===== config.mk =====
export PLATFORM = sky130hd
export DESIGN_NAME = mem_stage_ctrl
export DESIGN_NICKNAME = d
export VERILOG_FILES = /design/src/rtl/mem_stage_ctrl.sv
export SDC_FILE = /design/constraint.sdc
export NUM_CORES = 1
export LEC_CHECK = 0
export ABC_CLOCK_PERIOD_IN_PS = 1800
export BUFFER_PORTS_ARGS = -buffer_cell sky130_fd_sc_hd__buf_2
export CAP_MARGIN = 20
export CORE_AREA = 2 2 95 97
export DETAILED_ROUTE_END_ITERATION = 8
export DIE_AREA = 0 0 97 99
export GPL_ROUTABILITY_DRIVEN = 0
export HOLD_SLACK_MARGIN = 0.15
export SLEW_MARGIN = 20
export SYNTH_ARGS = -nofsm -noshare
export SYNTH_HDL_FRONTEND = slang
export SYNTH_SLANG_ARGS = --single-unit

===== constraint.sdc =====
create_clock -name clk -period 1.8 [get_ports clk]
set_clock_uncertainty 0.15 [all_clocks]
set_input_delay 0.36 -clock clk [delete_from_list [all_inputs] [get_ports clk]]
set_output_delay 0.36 -clock clk [all_outputs]
set_load 0.02 [all_outputs]

===== src/rtl/mem_stage_ctrl.sv =====
`default_nettype none
// ============================================================================
// Module      : mem_stage_ctrl
// Description : MEM-stage front end for MemoryModule. Latches the EX/MEM
//               load/store, stalls the pipeline across the multi-cycle
//               access, serves COM1 status reads locally and holds COM1
//               data stores until the UART transmitter is idle.
//               Optional macro UART_TX_TIMEOUT_EN adds a TXWAIT watchdog
//               (TX_TIMEOUT cycles) that abandons the store and sets the
//               sticky err_timeout flag.
// Revision    : 1.0 - initial release
// ============================================================================
module mem_stage_ctrl #(
   parameter int unsigned ACCESS_CYCLES = 2,
   parameter logic [15:0] COM1_DATA     = 16'hBF00,
   parameter logic [15:0] COM1_STATUS   = 16'hBF01
`ifdef UART_TX_TIMEOUT_EN
   ,parameter int unsigned TX_TIMEOUT   = 1024
`endif
) (
   input  logic        clk,
   input  logic        rst,
   input  logic        req_valid,
   input  logic        req_write,
   input  logic [15:0] req_addr,
   input  logic [15:0] req_wdata,
   output logic        stall,
   output logic [15:0] rdata,
   output logic        rdata_valid,
   output logic [15:0] Address,
   output logic [15:0] WriteData,
   output logic        MemRead,
   output logic        MemWrite,
   input  logic [15:0] ReadData,
   input  logic        tbre,
   input  logic        tsre,
   input  logic        data_ready,
   output logic        err_timeout
);

   localparam int unsigned    ACW      = (ACCESS_CYCLES > 1) ? $clog2(ACCESS_CYCLES) : 1;
   localparam logic [ACW-1:0] ACC_LAST = ACW'(ACCESS_CYCLES - 1);

`ifdef UART_TX_TIMEOUT_EN
   localparam int unsigned    TOW      = (TX_TIMEOUT > 1) ? $clog2(TX_TIMEOUT) : 1;
   localparam logic [TOW-1:0] TO_LAST  = TOW'(TX_TIMEOUT - 1);
`endif

   typedef enum logic [1:0] {
      S_IDLE   = 2'd0,
      S_TXWAIT = 2'd1,
      S_ACCESS = 2'd2,
      S_DONE   = 2'd3
   } state_t;

   state_t           r_state;
   logic             r_wr;
   logic [ACW-1:0]   r_acc_cnt;
   logic             w_tx_idle;

`ifdef UART_TX_TIMEOUT_EN
   logic [TOW-1:0]   r_to_cnt;
   logic             r_err_timeout;
`endif

   assign w_tx_idle = tbre & tsre;

   // The pipeline is held from the cycle a request appears until the DONE cycle.
   assign stall = req_valid & (r_state != S_DONE);

   // Load result is presented only if the requester is still there (not flushed).
   assign rdata_valid = req_valid & (r_state == S_DONE) & ~r_wr;

`ifdef UART_TX_TIMEOUT_EN
   assign err_timeout = r_err_timeout;
`else
   assign err_timeout = 1'b0;
`endif

   // Request sequencer: latches the op, runs the access and registers all memory-side outputs.
   always_ff @(posedge clk or posedge rst) begin
      if (rst) begin
         r_state       <= S_IDLE;
         r_wr          <= 1'b0;
         r_acc_cnt     <= '0;
         rdata         <= 16'h0000;
         Address       <= 16'h0000;
         WriteData     <= 16'h0000;
         MemRead       <= 1'b0;
         MemWrite      <= 1'b0;
`ifdef UART_TX_TIMEOUT_EN
         r_to_cnt      <= '0;
         r_err_timeout <= 1'b0;
`endif
      end else begin
         case (r_state)
            S_IDLE: begin
               if (req_valid) begin
                  r_wr      <= req_write;
                  r_acc_cnt <= '0;
`ifdef UART_TX_TIMEOUT_EN
                  r_to_cnt  <= '0;
`endif
                  if (req_addr == COM1_STATUS) begin
                     // Status register lives here; stores to it are dropped.
                     if (!req_write) begin
                        rdata <= {14'b0, data_ready, w_tx_idle};
                     end
                     r_state <= S_DONE;
                  end else begin
                     Address   <= req_addr;
                     WriteData <= req_wdata;
                     if (req_write && (req_addr == COM1_DATA)) begin
                        r_state <= S_TXWAIT;
                     end else begin
                        MemRead  <= ~req_write;
                        MemWrite <= req_write;
                        r_state  <= S_ACCESS;
                     end
                  end
               end
            end

            S_TXWAIT: begin
               if (w_tx_idle) begin
                  MemRead  <= ~r_wr;
                  MemWrite <= r_wr;
                  r_state  <= S_ACCESS;
`ifdef UART_TX_TIMEOUT_EN
               end else if (r_to_cnt == TO_LAST) begin
                  // Give up on the UART: release the pipeline without writing.
                  r_err_timeout <= 1'b1;
                  r_state       <= S_DONE;
               end else begin
                  r_to_cnt <= r_to_cnt + 1'b1;
`endif
               end
            end

            S_ACCESS: begin
               if (r_acc_cnt == ACC_LAST) begin
                  MemRead  <= 1'b0;
                  MemWrite <= 1'b0;
                  if (!r_wr) begin
                     rdata <= ReadData;
                  end
                  r_state <= S_DONE;
               end else begin
                  r_acc_cnt <= r_acc_cnt + 1'b1;
               end
            end

            S_DONE: begin
               r_state <= S_IDLE;
            end

            default: begin
               MemRead  <= 1'b0;
               MemWrite <= 1'b0;
               r_state  <= S_IDLE;
            end
         endcase
      end
   end

endmodule
`default_nettype wire


Word level (Yosys, flattened, before mapping)
Index checks and enable logic that the tools add are counted.
Cells by class
  add/sub/neg operators: 1
  eq/ne operators: 14
  multiplexer cells: 26
  bitwise logic cells: 7
  reductions and logical operators: 10
Operator list (count)
  $mux W16: 5
  $eq A16 B16 Y1 const B: 2
  $pmux W16 S2: 1
  $ne A2 B2 Y1 const B: 9
  $reduce_and A6 Y1: 2
  $mux W1: 11
  $mux W2: 5
  $pmux W2 S4: 1
  $pmux W1 S3: 2
  $reduce_and A3 Y1: 2
  $and A1 B1 Y1: 4
  $eq A2 B2 Y1 const B: 2
  $reduce_and A2 Y1: 2
  $not A1 Y1: 3
  $reduce_bool A3 Y1: 1
  $eq A2 B1 Y1 const B: 1
  $logic_not A2 Y1: 1
  $pmux W1 S2: 1
  $reduce_bool A2 Y1: 1
  $add A1 B1 Y1 const B: 1
  $logic_and A1 B1 Y1: 1
Word-level totals
  register bits: 54
  bits of input ports: 55
  output and inout bits: 53
  logic and storage cells: 66

Longest topological paths before layout
Gate-level depths: netlist of the first run.
  depth after elaboration: 6
  depth in mapped cells: 7

Worst setup path after synthesis of the first run
No wires, ideal clock.
  path kind: input -> register
  start point: input req_addr[1]
  end point: register Address[0]
  arrival: 1.702 ns
  required time: 1.525 ns
  setup slack: -0.177 ns
  cell stages on the path: 5
  path buffers: 1
  cell sequence: or3_1 -> nor4_4 -> a21oi_2 -> buf_6 -> mux2_4
On the way
  longest elaborated chain between the ends: 3
Ends and longest elaborated chain
  from (decl): line 25  | input logic [15:0] req_addr,
  $eq A16 B16 Y1: line 104  | if (req_addr == COM1_STATUS) begin
  $not A1 Y1 (no source line)
  $reduce_and A3 Y1 (no source line)
  to (signal assigned): line 111  | Address <= req_addr;
  to (decl): line 30  | output logic [15:0] Address,
No other way between the ends.
A chain may end at the register's enable or synchronous reset.

Worst setup path in the final report of the first run
  start point: register r_state[0]
  end point: register MemWrite
On the way
  longest elaborated chain between the ends: 3
  elaborated cells on any way between the ends: 11
  those cells by class: eq/ne: 7; mux: 1; reduce/logical: 3
Ends and longest elaborated chain
  from (decl): line 56  | state_t r_state;
  from (signal assigned): line 83  | r_state <= S_IDLE;
  from (signal assigned): line 109  | r_state <= S_DONE;
  from (signal assigned): line 114  | r_state <= S_TXWAIT;
  $eq A2 B1 Y1, or another cell as far along: line 96  | case (r_state)
  $ne A2 B2 Y1 (no source line) / $reduce_bool A3 Y1 (equally long branches)
  $reduce_and A6 Y1 (no source line)
  to (signal assigned): line 117  | MemWrite <= req_write;
  to (signal assigned): line 127  | MemWrite <= r_wr;
  to (decl): line 33  | output logic MemWrite,
Several ways; a longest one is shown, not always the timed one.

==> flow_summary.toml, run 1 <==
[detailed_routing]
antenna_left = 0
drt-total-wl_um = 6980
drtIter0Drc = 98
via_per_inst = 4.53
drc = 0
dr.pass1.iters = 4
wl_per_cell_um = 14.8
via_count = 2138

[status]
violations = "setup timing"
status = "complete, but fails checks"

[power_and_ir_drop]
power_mw = 7.06
ir_drop_mv = 0.696
power.density_nw_per_um2 = 1700
leakage_nw = 2.03

[synth]
synth.top_cells.by_area = "dfrtp_1 54%, mux2_4 18%, a22o_1 5.2%, ha_1 2.0%, buf_6 1.3%"
synth-seq-area-share = 0.539
synth_cell_types = 47
synth_top_area_cell = "dfrtp_1"
synth_nets = 235
yosysTopAreaCellShare = 0.539
syn_area_per_cell_sq_um = 14.2
postSynthCellCount = 176
synth-edff-count = 0
syn_area_sq_um = 2510
async_flop_share = 1.00
ys.flop_type = "dfrtp_1"
ys_ff_latch = 54
synth_warnings = 0

[timing]
post-route-period-util = 1.02
grt_setup_unrepaired = "true"
fin_setup_tns_ns = -0.189
fmax_ghz = 0.545
slew_violations = 0
min_period_ns = 1.83
setup_viol = 21
final-hold-violation-count = 0
setup_ws_ns = -0.0350
fin_hold_ws_ns = 0.161

[critical_path]
cp.buffers_inverters = 2
cpPeakStageDelay_ns = 0.40
required_ns = 1.85
cp_slowest_cell = "dfrtp_1"
criticalPathCategory = "flop to flop"
cp.arrival_ns = 1.89
start_kind = "flop"
crit_path_max_fanout = 9
crit_family = "flip-flops"
cp_cell_sequence = "inv_2 -> ha_4 -> buf_12 -> o21ai_1 -> o211ai_1 -> mux2_2"
endpoint_kind = "flop"

[clocking]
cts_buffers = 5
clkTransAtPathRegs_ns = 0.10
insertion_delay_ns = 0.31
cts_root_buf = "clkbuf_8"
h-tree-depth = 2
cts_sinks = 54
clk_path_buf_depth = 2
cts_tree = "yes"

[final_layout]
antenna_cells = 0
fin_nets = 422
syn_to_final_growth_pct = 65.7
drive_above_1_share = 0.593
nFillCells = 756

[grt]
antenna_found_initial = 0
busiest_layer = "met2"
use_met2 = 0.255
grt.overflow.total = 0
track_usage = 0.146
grt_pass1_wl_um = 11200
grt_start_max_net_pins = 55
globalRouteMet3Util = 0.0234
grt_pass1_vias = 2227
use_met1 = 0.185

[floorplan]
core_sq_um = 8550
ios = 108
rows = 34
dieArea_sq_um = 9600
initial_core_util = 0.293
die_width_um = 97
die_h_um = 99

[place]
place_hpwl_um = 4830
pre_cts_ws_ns = -0.397
io_buffers = 106

[flow_run]
drv_cap = 0

[min_path]
hp-class = "input port to flop"
[layout make-up]
cell class	count	area, sq um	share of cell area
Timing Repair Buffer	187	1320	0.319
Sequential cell	54	1350	0.325
Tap cell	108	135	0.0325
Multi-Input combinational cell	108	1210	0.292
Clock buffer	6	82.6	0.0199
Clock inverter	2	12.5	0.00301
Inverter	7	32.5	0.00784
[where the power goes]
group | total (mW) | switching [mW] | leakage, nW | internal (mW)
logic | 4.21 | 2.02 | 1.33 | 2.19
clock network | 0.707 | 0.397 | 0.0472 | 0.310
registers | 2.14 | 0.331 | 0.654 | 1.81
total | 7.06 | 2.74 | 2.03 | 4.32
[worst register-to-register path: cells and delay by family (launching register included)]
kind,cells,cell delay [ns]
AO/OA/AOI/OAI,2,0.40
multiplexers,1,0.37
flip-flops,1,0.40
buffers and inverters,2,0.23
adder cells (fa/ha/maj),1,0.19
[through the flow]
step | util | area, sq um | cells
finish | 0.486 | 4150 | 472
floorplan | - | 2610 | 176
global route | 0.486 | 4150 | 472
detailed placement | 0.415 | 3550 | 420
CTS | 0.479 | 4100 | 466
global placement | 0.415 | 3550 | 420
[registers in the layout, indices dropped and copies added, names as in the netlist]
name	count
MemRead	1
r_state	2
WriteData	16
rdata	16
r_wr	1
r_acc_cnt	1
Address	16
MemWrite	1
[kinds of logic after synthesis]
group                    synth area share
flip-flops                          0.539
adder cells (fa/ha/maj)            0.0200
buffers and inverters              0.0344
AO/OA/AOI/OAI                       0.115
AND/OR/NAND/NOR                    0.0884
multiplexers                        0.202
other                             0.00150
[path summary, 6_finish.rpt]
path                         startpoint           end  depth (start not counted)  slack (ns)
max in group asynchronous           rst      rdata[0]                          4        0.74
setup reg to reg             r_state[0]      MemWrite                          6       -0.03
setup / recovery             r_state[0]      MemWrite                          6       -0.03
hold / removal              ReadData[1]      rdata[1]                          3        0.16
min in group asynchronous           rst  WriteData[7]                          4        0.50
hold reg to reg            WriteData[1]  WriteData[1]                          1        0.34
[metal layers]
layer / share of wire / vias up
li1: - / 1027
met1: 0.42 / 1038
met2: 0.52 / 64
met3: 0.038 / 9
met4: 0.016 / 0
met5: 0 / -
[cells in the mapped netlist (2+ instances only)]
cell type	number
a221oi_1	2
o22ai_1	2
buf_2	3
a21oi_1	2
buf_6	3
nand2b_1	4
mux2_2	2
nor2_1	4
nand2_1	4
o211ai_1	2
o21ai_0	4
mux2_1	2
inv_1	7
dfrtp_1	54
nand4_1	3
a22o_1	15
ha_1	4
mux2_4	30
[cell usage in the layout, fill, tap and decap left out, types with 2 or more instances in the layout]
cell / Yosys / routed
clkinvlp_4: 0 / 2
a21oi_1: 2 / 2
nand2b_1: 4 / 4
o21ai_0: 4 / 3
clkbuf_8: 0 / 6
nor4_4: 1 / 2
buf_2: 3 / 101
nand2_1: 4 / 3
mux2_4: 30 / 31
buf_4: 1 / 41
ha_4: 0 / 2
ha_2: 0 / 2
nand4_1: 3 / 3
mux2_1: 2 / 2
inv_2: 0 / 2
dfrtp_1: 54 / 54
o22ai_1: 2 / 2
inv_1: 7 / 3
a22o_1: 15 / 14
a211o_4: 0 / 2
nor2_1: 4 / 4
dlygate4sd3_1: 0 / 35
buf_6: 3 / 4
buf_12: 0 / 5
o211ai_1: 2 / 2
[timing repair]
item                                   in CTS  in global routing
endpoints found under the hold margin      88                  0
hold buffers                               35                  0
gates resized for setup                    21                  2
buffers inserted                            2                  6
gates cloned                                1                  0
setup endpoints to repair                  52                 51
pin swaps                                   6                  5
Power figures use the tool's default switching activity.
==> run 2, diff against run 1 <==
ABC_CLOCK_PERIOD_IN_PS = 2400   (was 1800)
CAP_MARGIN = 10   (was 20)
clock period = 2.4 ns   (was 1.8 ns; I/O delays follow)
==> flow_summary.toml, run 2 (same netlist as run 1, synthesis figures left out) <==
[floorplan]
ios = 108
die_width_um = 97
die_h_um = 99
dieArea_sq_um = 9600
rows = 34
initial_core_util = 0.293
core_sq_um = 8550

[clocking]
clkTransAtPathRegs_ns = 0.10
clk_path_buf_depth = 2
post_cts_buffers = 0
cts_tree = "yes"
cts_sinks = 54
insertion_delay_ns = 0.30
cts_buffers = 5
h-tree-depth = 2
cts_root_buf = "clkbuf_8"

[place]
place_hpwl_um = 4430
pre_cts_ws_ns = -0.0228
io_buffers = 106
placed_cells = 389
placed_area_sq_um = 3200

[min_path]
hold_end = "rdata[3]"
min_from = "ReadData[3]"
hp-class = "input port to flop"
holdPathStages = 2

[grt]
grt.overflow.total = 0
track_usage = 0.120
grt_start_max_net_pins = 32
antenna_found_initial = 0
grt_pass1_wl_um = 9430
grt_pass1_vias = 1907

[critical_path]
endpoint_kind = "flop"
r2r-end = "rdata[11]"
r2r_slack_ns = 0.33
crit_path_max_fanout = 14
required_ns = 2.45
criticalPathCategory = "input port to flop"
r2r.worst_path.cells = 6
r2r-start = "r_state[1]"
cp.arrival_ns = 2.13
start_kind = "input port"

[final_layout]
layout_commonest_cell = "buf_2"
syn_to_final_growth_pct = 31.8
final_cell_mix = "106 x buf_2, 54 x dfrtp_1, 30 x mux2_4"
antenna_cells = 0
fin_nets = 348
finalNonFillerCells = 398
drive_above_1_share = 0.559
reg.largest.list = "Address: 16 flops, WriteData: 16 flops, rdata: 16 flops"
fin_area_sq_um = 3300

[power_and_ir_drop]
ir_drop_mv = 0.670
power.density_nw_per_um2 = 1390
power_mw = 4.60
leakage_nw = 1.66

[detailed_routing]
drtIter0Drc = 51
wl_per_cell_um = 14.7
via_per_inst = 4.68
drt-total-wl_um = 5850
dr.pass1.iters = 4
via_count = 1861
drc = 0
m1WireLength_um = 2690
antenna_left = 0
wl_met3_um = 360
top_layer = "met4"
dr_wl_met2_um = 2710

[timing]
setup_viol = 0
final-hold-violation-count = 0
setup_ws_ns = 0.322
tightest_slew_ns = 0.536
fin_hold_ws_ns = 0.236
grt_setup_unrepaired = "false"
slew_violations = 0
post-route-period-util = 0.866
maxSlewHeadroom = 0.642
min_period_ns = 2.08
fmax_ghz = 0.481

[flow_run]
drv_cap = 0

[status]
status = "completed"
## run 2: cell types whose count changed in the layout (fill, tap and decap cells not counted), moves of 3 or more
cell           change
ha_1               +3
buf_12             -3
inv_1              +3
buf_2              +5
buf_4             -36
dlygate4sd3_1     -34
buf_6              -4
## run 2: worst max-delay path: stages
cell and delay (ns):
buf_2 0.11, nor4_1 0.38, nand4_1 0.29, a211o_1 0.55
a22o_1 0.31
## run 2: how the worst max path moves through the flow
stage	start	to	slack, ns
6_report	req_addr[1]	rdata[11]	0.32
5_1_grt	r_state[0]	rdata[1]	0.13
4_1_cts	r_state[1]	rdata[1]	0.20
3_5_place_dp	req_addr[1]	rdata[10]	-0.02
3_3_place_gp	req_addr[1]	rdata[4]	-0.002
2_1_floorplan	req_addr[1]	Address[0]	0.30
## run 2: per-stage QoR
stage,setup TNS (ns),utilization
global route,0,0.386
detailed placement,-0.139,0.374
floorplan,0,-
finish,0,0.386
global placement,-0.00906,0.374
CTS,0,0.385
## run 2: layout make-up
cell class,count,area [sq um]
clock inverter,2,13.8
multi-input combinational,107,1090
inverter,7,26.3
fill,861,5250
tap,108,135
timing repair buffer,114,618
sequential,54,1350
clock buffer,6,72.6
## run 2: timing repair
action | 4_1_cts | 5_1_grt
hold buffers | 1 | 0
endpoints found under the hold margin | 23 | 0
gates resized for setup | 0 | 3
endpoints found under the setup margin | 0 | 1
## run 2: per-layer routing
metal / global-route usage / vias up
li1: - / 879
met1: 0.159 / 906
met2: 0.197 / 68
met3: 0.0291 / 8
met4: 0.0379 / 0
met5: 0 / -
## run 2: where the power goes
group	switching, mW	leakage (nW)	internal [mW]	total, mW
Combinational	1.30	0.957	1.18	2.48
Clock	0.300	0.0452	0.207	0.507
Sequential	0.252	0.654	1.36	1.61
Total	1.86	1.66	2.74	4.60
